==> config.mk <==
export PLATFORM = sky130hd
export DESIGN_NAME = riscv_biu_arb
export DESIGN_NICKNAME = d
export VERILOG_FILES = /design/src/rtl/riscv_biu_arb.sv
export SDC_FILE = /design/constraint.sdc
export NUM_CORES = 1
export LEC_CHECK = 0
export CAP_MARGIN = 20
export CORE_AREA = 2 2 131 133
export CTS_CLUSTER_SIZE = 40
export DETAILED_ROUTE_END_ITERATION = 8
export DIE_AREA = 0 0 133 135
export GPL_TIMING_DRIVEN = 0
export REMOVE_ABC_BUFFERS = 1
export SKIP_LAST_GASP = 1
export SLEW_MARGIN = 20
export SYNTH_ARGS = -nofsm -noshare
export SYNTH_HDL_FRONTEND = slang
export SYNTH_SLANG_ARGS = --single-unit
==> constraint.sdc <==
create_clock -name clk_i -period 2.5 [get_ports clk_i]
set_input_delay 0.5 -clock clk_i [delete_from_list [all_inputs] [get_ports clk_i]]
set_output_delay 0.5 -clock clk_i [all_outputs]
set_load 0.02 [all_outputs]
==> src/rtl/riscv_biu_arb.sv <==
// Two-port (imem/dmem) arbiter in front of a single BIU; holds the grant for a whole burst.
// Optional macro BIU_ARB_RR_EN selects round-robin arbitration instead of fixed D-over-I priority.
package riscv_biu_arb_pkg;
  typedef logic [2:0] biu_size_t;
  typedef logic [2:0] biu_prot_t;
  typedef enum logic [2:0] {
    SINGLE = 3'd0,
    INCR   = 3'd1,
    WRAP4  = 3'd2,
    INCR4  = 3'd3,
    WRAP8  = 3'd4,
    INCR8  = 3'd5,
    WRAP16 = 3'd6,
    INCR16 = 3'd7
  } biu_type_t;
endpackage

module riscv_biu_arb
  import riscv_biu_arb_pkg::*;
#(
  parameter int XLEN        = 32,
  parameter int PLEN        = XLEN,
  parameter int BIUTAG_SIZE = 1
) (
  input  logic                   clk_i,
  input  logic                   rst_ni,

  input  logic                   i_stb_i,
  output logic                   i_stb_ack_o,
  input  logic [PLEN-1:0]        i_adri_i,
  input  biu_size_t              i_size_i,
  input  biu_type_t              i_type_i,
  input  biu_prot_t              i_prot_i,
  input  logic                   i_we_i,
  input  logic                   i_lock_i,
  input  logic [XLEN-1:0]        i_d_i,
  input  logic [BIUTAG_SIZE-1:0] i_tagi_i,
  output logic [XLEN-1:0]        i_q_o,
  output logic                   i_ack_o,
  output logic                   i_err_o,
  output logic                   i_d_ack_o,

  input  logic                   d_stb_i,
  output logic                   d_stb_ack_o,
  input  logic [PLEN-1:0]        d_adri_i,
  input  biu_size_t              d_size_i,
  input  biu_type_t              d_type_i,
  input  biu_prot_t              d_prot_i,
  input  logic                   d_we_i,
  input  logic                   d_lock_i,
  input  logic [XLEN-1:0]        d_d_i,
  input  logic [BIUTAG_SIZE-1:0] d_tagi_i,
  output logic [XLEN-1:0]        d_q_o,
  output logic                   d_ack_o,
  output logic                   d_err_o,
  output logic                   d_d_ack_o,

  output logic                   biu_stb_o,
  input  logic                   biu_stb_ack_i,
  input  logic                   biu_d_ack_i,
  output logic [PLEN-1:0]        biu_adri_o,
  output biu_size_t              biu_size_o,
  output biu_type_t              biu_type_o,
  output biu_prot_t              biu_prot_o,
  output logic                   biu_we_o,
  output logic                   biu_lock_o,
  output logic [XLEN-1:0]        biu_d_o,
  output logic [BIUTAG_SIZE-1:0] biu_tagi_o,
  input  logic [XLEN-1:0]        biu_q_i,
  input  logic                   biu_ack_i,
  input  logic                   biu_err_i,

  output logic [1:0]             gnt_o
);

  typedef enum logic [1:0] {
    ST_IDLE = 2'd0,
    ST_ADDR = 2'd1,
    ST_DATA = 2'd2
  } state_t;

  state_t     state_q, state_d;
  logic [1:0] owner_q, owner_d;      // one-hot {D,I}
  logic [4:0] beat_cnt_q, beat_cnt_d;
  logic [1:0] arb_gnt;

  logic       own_stb, own_lock;
  biu_type_t  own_type;
  logic       in_addr, in_data, beat_evt, last_beat;

  function automatic logic [4:0] burst_len(input biu_type_t t);
    logic [4:0] len;
    unique case (t)
      WRAP4,  INCR4:  len = 5'd4;
      WRAP8,  INCR8:  len = 5'd8;
      WRAP16, INCR16: len = 5'd16;
      default:        len = 5'd1;
    endcase
    return len;
  endfunction

`ifdef BIU_ARB_RR_EN
  logic last_owner_q, last_owner_d;  // 1 = D won last

  always_comb begin
    arb_gnt = 2'b00;
    if (d_stb_i && i_stb_i) arb_gnt = last_owner_q ? 2'b01 : 2'b10;
    else if (d_stb_i)       arb_gnt = 2'b10;
    else if (i_stb_i)       arb_gnt = 2'b01;
  end

  assign last_owner_d = (|owner_d) ? owner_d[1] : last_owner_q;

  always_ff @(posedge clk_i) begin
    if (!rst_ni) last_owner_q <= 1'b1;
    else         last_owner_q <= last_owner_d;
  end
`else
  always_comb begin
    arb_gnt = 2'b00;
    if (d_stb_i)      arb_gnt = 2'b10;
    else if (i_stb_i) arb_gnt = 2'b01;
  end
`endif

  assign own_stb   = owner_q[1] ? d_stb_i  : (owner_q[0] & i_stb_i);
  assign own_lock  = owner_q[1] ? d_lock_i : (owner_q[0] & i_lock_i);
  assign own_type  = owner_q[1] ? d_type_i : i_type_i;

  assign in_addr   = (state_q == ST_ADDR);
  assign in_data   = (state_q == ST_DATA);
  assign beat_evt  = in_data & (biu_ack_i | biu_err_i);
  assign last_beat = beat_evt & (biu_err_i | (beat_cnt_q == 5'd1));

  always_comb begin
    state_d    = state_q;
    owner_d    = owner_q;
    beat_cnt_d = beat_cnt_q;
    unique case (state_q)
      ST_IDLE: begin
        if (|arb_gnt) begin
          state_d = ST_ADDR;
          owner_d = arb_gnt;
        end
      end
      ST_ADDR: begin
        if (!own_stb) begin
          state_d = ST_IDLE;
          owner_d = 2'b00;
        end else if (biu_stb_ack_i) begin
          state_d    = ST_DATA;
          beat_cnt_d = burst_len(own_type);
        end
      end
      ST_DATA: begin
        if (beat_evt) beat_cnt_d = beat_cnt_q - 5'd1;
        if (last_beat) begin
          beat_cnt_d = 5'd0;
          if (own_lock) begin
            state_d = ST_ADDR;
          end else if (|arb_gnt) begin
            state_d = ST_ADDR;
            owner_d = arb_gnt;
          end else begin
            state_d = ST_IDLE;
            owner_d = 2'b00;
          end
        end
      end
      default: begin
        state_d    = ST_IDLE;
        owner_d    = 2'b00;
        beat_cnt_d = 5'd0;
      end
    endcase
  end

  always_ff @(posedge clk_i) begin
    if (!rst_ni) begin
      state_q    <= ST_IDLE;
      owner_q    <= 2'b00;
      beat_cnt_q <= 5'd0;
    end else begin
      state_q    <= state_d;
      owner_q    <= owner_d;
      beat_cnt_q <= beat_cnt_d;
    end
  end

  always_comb begin
    biu_stb_o   = 1'b0;
    biu_adri_o  = '0;
    biu_size_o  = '0;
    biu_type_o  = SINGLE;
    biu_prot_o  = '0;
    biu_we_o    = 1'b0;
    biu_lock_o  = 1'b0;
    biu_d_o     = '0;
    biu_tagi_o  = '0;
    i_stb_ack_o = 1'b0;
    i_ack_o     = 1'b0;
    i_err_o     = 1'b0;
    i_d_ack_o   = 1'b0;
    d_stb_ack_o = 1'b0;
    d_ack_o     = 1'b0;
    d_err_o     = 1'b0;
    d_d_ack_o   = 1'b0;
    i_q_o       = biu_q_i;
    d_q_o       = biu_q_i;

    if (state_q != ST_IDLE) begin
      biu_stb_o = in_addr & own_stb;
      if (owner_q[1]) begin
        biu_adri_o = d_adri_i;
        biu_size_o = d_size_i;
        biu_type_o = d_type_i;
        biu_prot_o = d_prot_i;
        biu_we_o   = d_we_i;
        biu_lock_o = d_lock_i;
        biu_d_o    = d_d_i;
        biu_tagi_o = d_tagi_i;
      end else begin
        biu_adri_o = i_adri_i;
        biu_size_o = i_size_i;
        biu_type_o = i_type_i;
        biu_prot_o = i_prot_i;
        biu_we_o   = i_we_i;
        biu_lock_o = i_lock_i;
        biu_d_o    = i_d_i;
        biu_tagi_o = i_tagi_i;
      end
      // Acks only ever reach the owner; the other port sees zeros.
      d_stb_ack_o = owner_q[1] & in_addr & own_stb & biu_stb_ack_i;
      i_stb_ack_o = owner_q[0] & in_addr & own_stb & biu_stb_ack_i;
      d_ack_o     = owner_q[1] & in_data & biu_ack_i;
      i_ack_o     = owner_q[0] & in_data & biu_ack_i;
      d_err_o     = owner_q[1] & in_data & biu_err_i;
      i_err_o     = owner_q[0] & in_data & biu_err_i;
      d_d_ack_o   = owner_q[1] & biu_d_ack_i;
      i_d_ack_o   = owner_q[0] & biu_d_ack_i;
    end
  end

  assign gnt_o = owner_q;

`ifndef SYNTHESIS
  // Stray beats outside DATA are dropped by the arbiter; flag them without stopping simulation.
  a_beat_outside_data: assert property (@(posedge clk_i) disable iff (!rst_ni)
    (biu_ack_i || biu_err_i) |-> (state_q == ST_DATA))
    else $warning("biu ack/err outside DATA state ignored");
`endif

endmodule
==> flow_metrics.env <==
export IMPL_grt_busiest_layer="met2"
export IMPL_gr_total_overflow=0
export IMPL_grt_max_degree=48
export IMPL_clk_path_buf_depth=2
export IMPL_die_w_um=133
export IMPL_drt_first_iter_violations=142
export IMPL_clkTransAtPathRegs_ns=0.04
export IMPL_h_tree_depth=1
export IMPL_first_global_vias=3174
export IMPL_gp_congestion=0.835
export IMPL_start_util=0.147
export IMPL_ff_latch_area_um2=184
export IMPL_coreArea_um2=16400
export IMPL_ys_types=36
export IMPL_synth_edff_count=0
export IMPL_grt_pass1_wl_um=24100
export IMPL_netlist_instances=344
export IMPL_worstHoldStart="beat_cnt_q[4]$_SDFFE_PN0P_"
export IMPL_vias=3123
export IMPL_r2r_slack_ns=0.38
export IMPL_grt_use_met3=0.145
export IMPL_cp_max_fo=35
export IMPL_slew_viol_final=0
export IMPL_skew_ns=0.000840
export IMPL_leakagePower_nw=2.53
export IMPL_async_flop_share=0
export IMPL_reg2reg_depth=6
export IMPL_drt_total_wl_um=18200
export IMPL_slew_limit_headroom=0.623
export IMPL_worstSetupStartpointType="flip-flop"
export IMPL_area_growth_syn_to_layout_pct=104
export IMPL_antenna_found_initial=3
export IMPL_clock_fmax_mhz=421
export IMPL_place_area_um2=4660
export IMPL_syn_area_um2=2400
export IMPL_viasPerCell=4.23
export IMPL_dr_pass1_iters=4
export IMPL_rows=47
export IMPL_syn_avg_cell_area_um2=6.99
export IMPL_multiInputGateArea_um2=1620
export IMPL_die_y_um=135
export IMPL_drv_cap=0
export IMPL_whs_ns=0.494
export IMPL_drive_gt1_frac=0.0367
export IMPL_ys_seq_area_frac=0.0749
export IMPL_crit_chain="buf_12 > buf_16 > mux2i_1 > nor2_1 > clkdlybuf4s50_1"
export IMPL_hold_path_endpoint="beat_cnt_q[4]$_SDFFE_PN0P_"
export IMPL_outcome="complete, no violations"
export IMPL_use_met1=0.167
export IMPL_critPathArrivalTime_ns=1.88
export IMPL_num_fill_cells=1727
export IMPL_setup_viol=0
export IMPL_ys_ff_latch=9
export IMPL_layout_min_cycle_time_ns=2.38
export IMPL_min_path_cells=2
export IMPL_crit_buf_inv=3
export IMPL_detail_route_antenna_nets=0
export IMPL_drc=0
export IMPL_cp_top_family="buffers and inverters"
export IMPL_yosys_warnings=0
export IMPL_die_area_um2=18000
export IMPL_powerDensity_nw_per_um2=319
export IMPL_nNetsFinal=717
export IMPL_dpl_hpwl_um=15800
export IMPL_final_cells=739
export IMPL_avgRoutedWirePerCell_um=24.6
export IMPL_cp_slowest_stage_delay_ns=0.55
export IMPL_rsz0062_at_grt="yes"
export IMPL_r2r_start="state_q[0]$_SDFFE_PN0P_"
export IMPL_stdcell_area_um2=4910
export IMPL_worstHoldPathType="reg -> reg"
export IMPL_root_buffer="clkbuf_16"
export IMPL_grtUsageMet2=0.335
export IMPL_critPathSlowestCell="clkdlybuf4s50_1"
export IMPL_reg2reg_to="beat_cnt_q[1]$_SDFFE_PN0P_"
export IMPL_finalCritPeriodShare=0.951
export IMPL_clk_latency_ns=0.23
export IMPL_cts_tree="yes"
export IMPL_cts_sink_count=9
export IMPL_ios=343
export IMPL_path_class="reg -> out"
export IMPL_worst_ep_required_time_ns=2.00
export IMPL_critPathCaptureType="output port"
export IMPL_worst_slew_pin_slew_ns=0.561
export IMPL_io_buffers=246
export IMPL_dp_cells=729
export IMPL_synth_main_ff_cell="dfxtp_1"
export IMPL_hold_viol=0
export IMPL_irDropWorstVdd_mv=0.192
export IMPL_grtUsageTotal=0.194
export IMPL_power_w=0.00157
export IMPL_cts_buffers=3
[report_power, final]
| part | leakage, nW | internal, W | switching [W] |
|---|---|---|---|
| logic | 2.42 | 0.000601 | 0.000520 |
| clock network | 0.0382 | 0.000214 | 0.0000741 |
| registers | 0.0738 | 0.000150 | 0.00000693 |
| total | 2.53 | 0.000964 | 0.000601 |
[kinds of logic (layout without fill, tap and decap cells)]
logic type               after synthesis  after routing  synth area share
multiplexers                          77             77             0.320
buffers and inverters                 98            272             0.258
flip-flops                             9              9            0.0749
AND/OR/NAND/NOR                      125            125             0.222
adder cells (fa/ha/maj)                6              6            0.0312
other                                  0              1                 0
AO/OA/AOI/OAI                         29             29            0.0931
[routing by layer]
metal / vias up / share of wire
li1: 1448 / -
met2: 289 / 0.47
met4: 6 / 0.049
met5: - / 0.0072
met1: 1358 / 0.30
met3: 22 / 0.18
[per-stage QoR]
step                 util  worst slack [ns]  TNS (ns)
finish              0.299             0.123         0
global route        0.299           -0.0399   -0.0399
CTS                 0.292           -0.0488    -0.207
detailed placement  0.284            -0.654     -2.04
global placement    0.279             -3.61   -269.84
floorplan               -             -1.93   -141.73
[worst min-delay path: stages, from the launching register on]
cell and delay (ns):
dfxtp_1 0.31, nand2_1 0.06, o32ai_1 0.07
[cells in the mapped netlist (all sizes together) (3+ instances only)]
library cell	instances	area [um^2]
nor2	85	319
mux2i	77	771
buf	74	531
nand2	17	63.8
inv	14	52.6
clkbuf	10	37.5
dfxtp	9	180
ha	6	75.1
nand2b	6	37.5
a32o	5	50.1
a21oi	4	20.0
o32ai	4	35.0
nand3	3	15.0
nor2b	3	18.8
nor3	3	15.0
[placed cells by master, fill, tap and decap left out, drive strengths merged, types with 6 or more instances in the layout]
| master | synthesis | layout |
|---|---|---|
| clkdlybuf4s50 | 0 | 177 |
| nand2 | 17 | 17 |
| dlygate4sd2 | 0 | 18 |
| dlymetal6s2s | 0 | 48 |
| nor2 | 85 | 85 |
| clkbuf | 10 | 6 |
| ha | 6 | 6 |
| nand2b | 6 | 6 |
| mux2i | 77 | 77 |
| inv | 14 | 14 |
| buf | 74 | 8 |
| dfxtp | 9 | 9 |
[worst max-delay path by stage]
stage	to	from	cells after the start	slack, ns
after floorplan	i_stb_ack_o	gnt_o[1]$_SDFFE_PN0P_	4	-1.93
after global placement	i_stb_ack_o	gnt_o[1]$_SDFFE_PN0P_	5	-3.61
after detailed placement	i_stb_ack_o	gnt_o[1]$_SDFFE_PN0P_	7	-0.65
after CTS	i_stb_ack_o	gnt_o[1]$_SDFFE_PN0P_	7	-0.05
after global routing	i_stb_ack_o	gnt_o[1]$_SDFFE_PN0P_	7	-0.04
final	biu_adri_o[17]	gnt_o[1]$_SDFFE_PN0P_	5	0.12
[final cells by class]
cell class                 count  share of cell area
tap                          220              0.0561
clock buffer                   4              0.0161
multi-input combinational    237               0.331
inverter                      14              0.0107
sequential                     9              0.0375
antenna                        1            0.000510
timing repair buffer         254               0.548
[repair_timing]
action                                  CTS  global route
hold buffers                              0             0
gates cloned                              1             0
gates resized for setup                  25            54
endpoints found under the setup margin   84            51
pin swaps                                 2             0
setup buffers                             4             0
[state kept, by name, indices dropped and copies added, names as in the netlist]
register    count
state_q         2
gnt_o           2
beat_cnt_q      5
No activity file was read; power rests on OpenSTA's default activity.
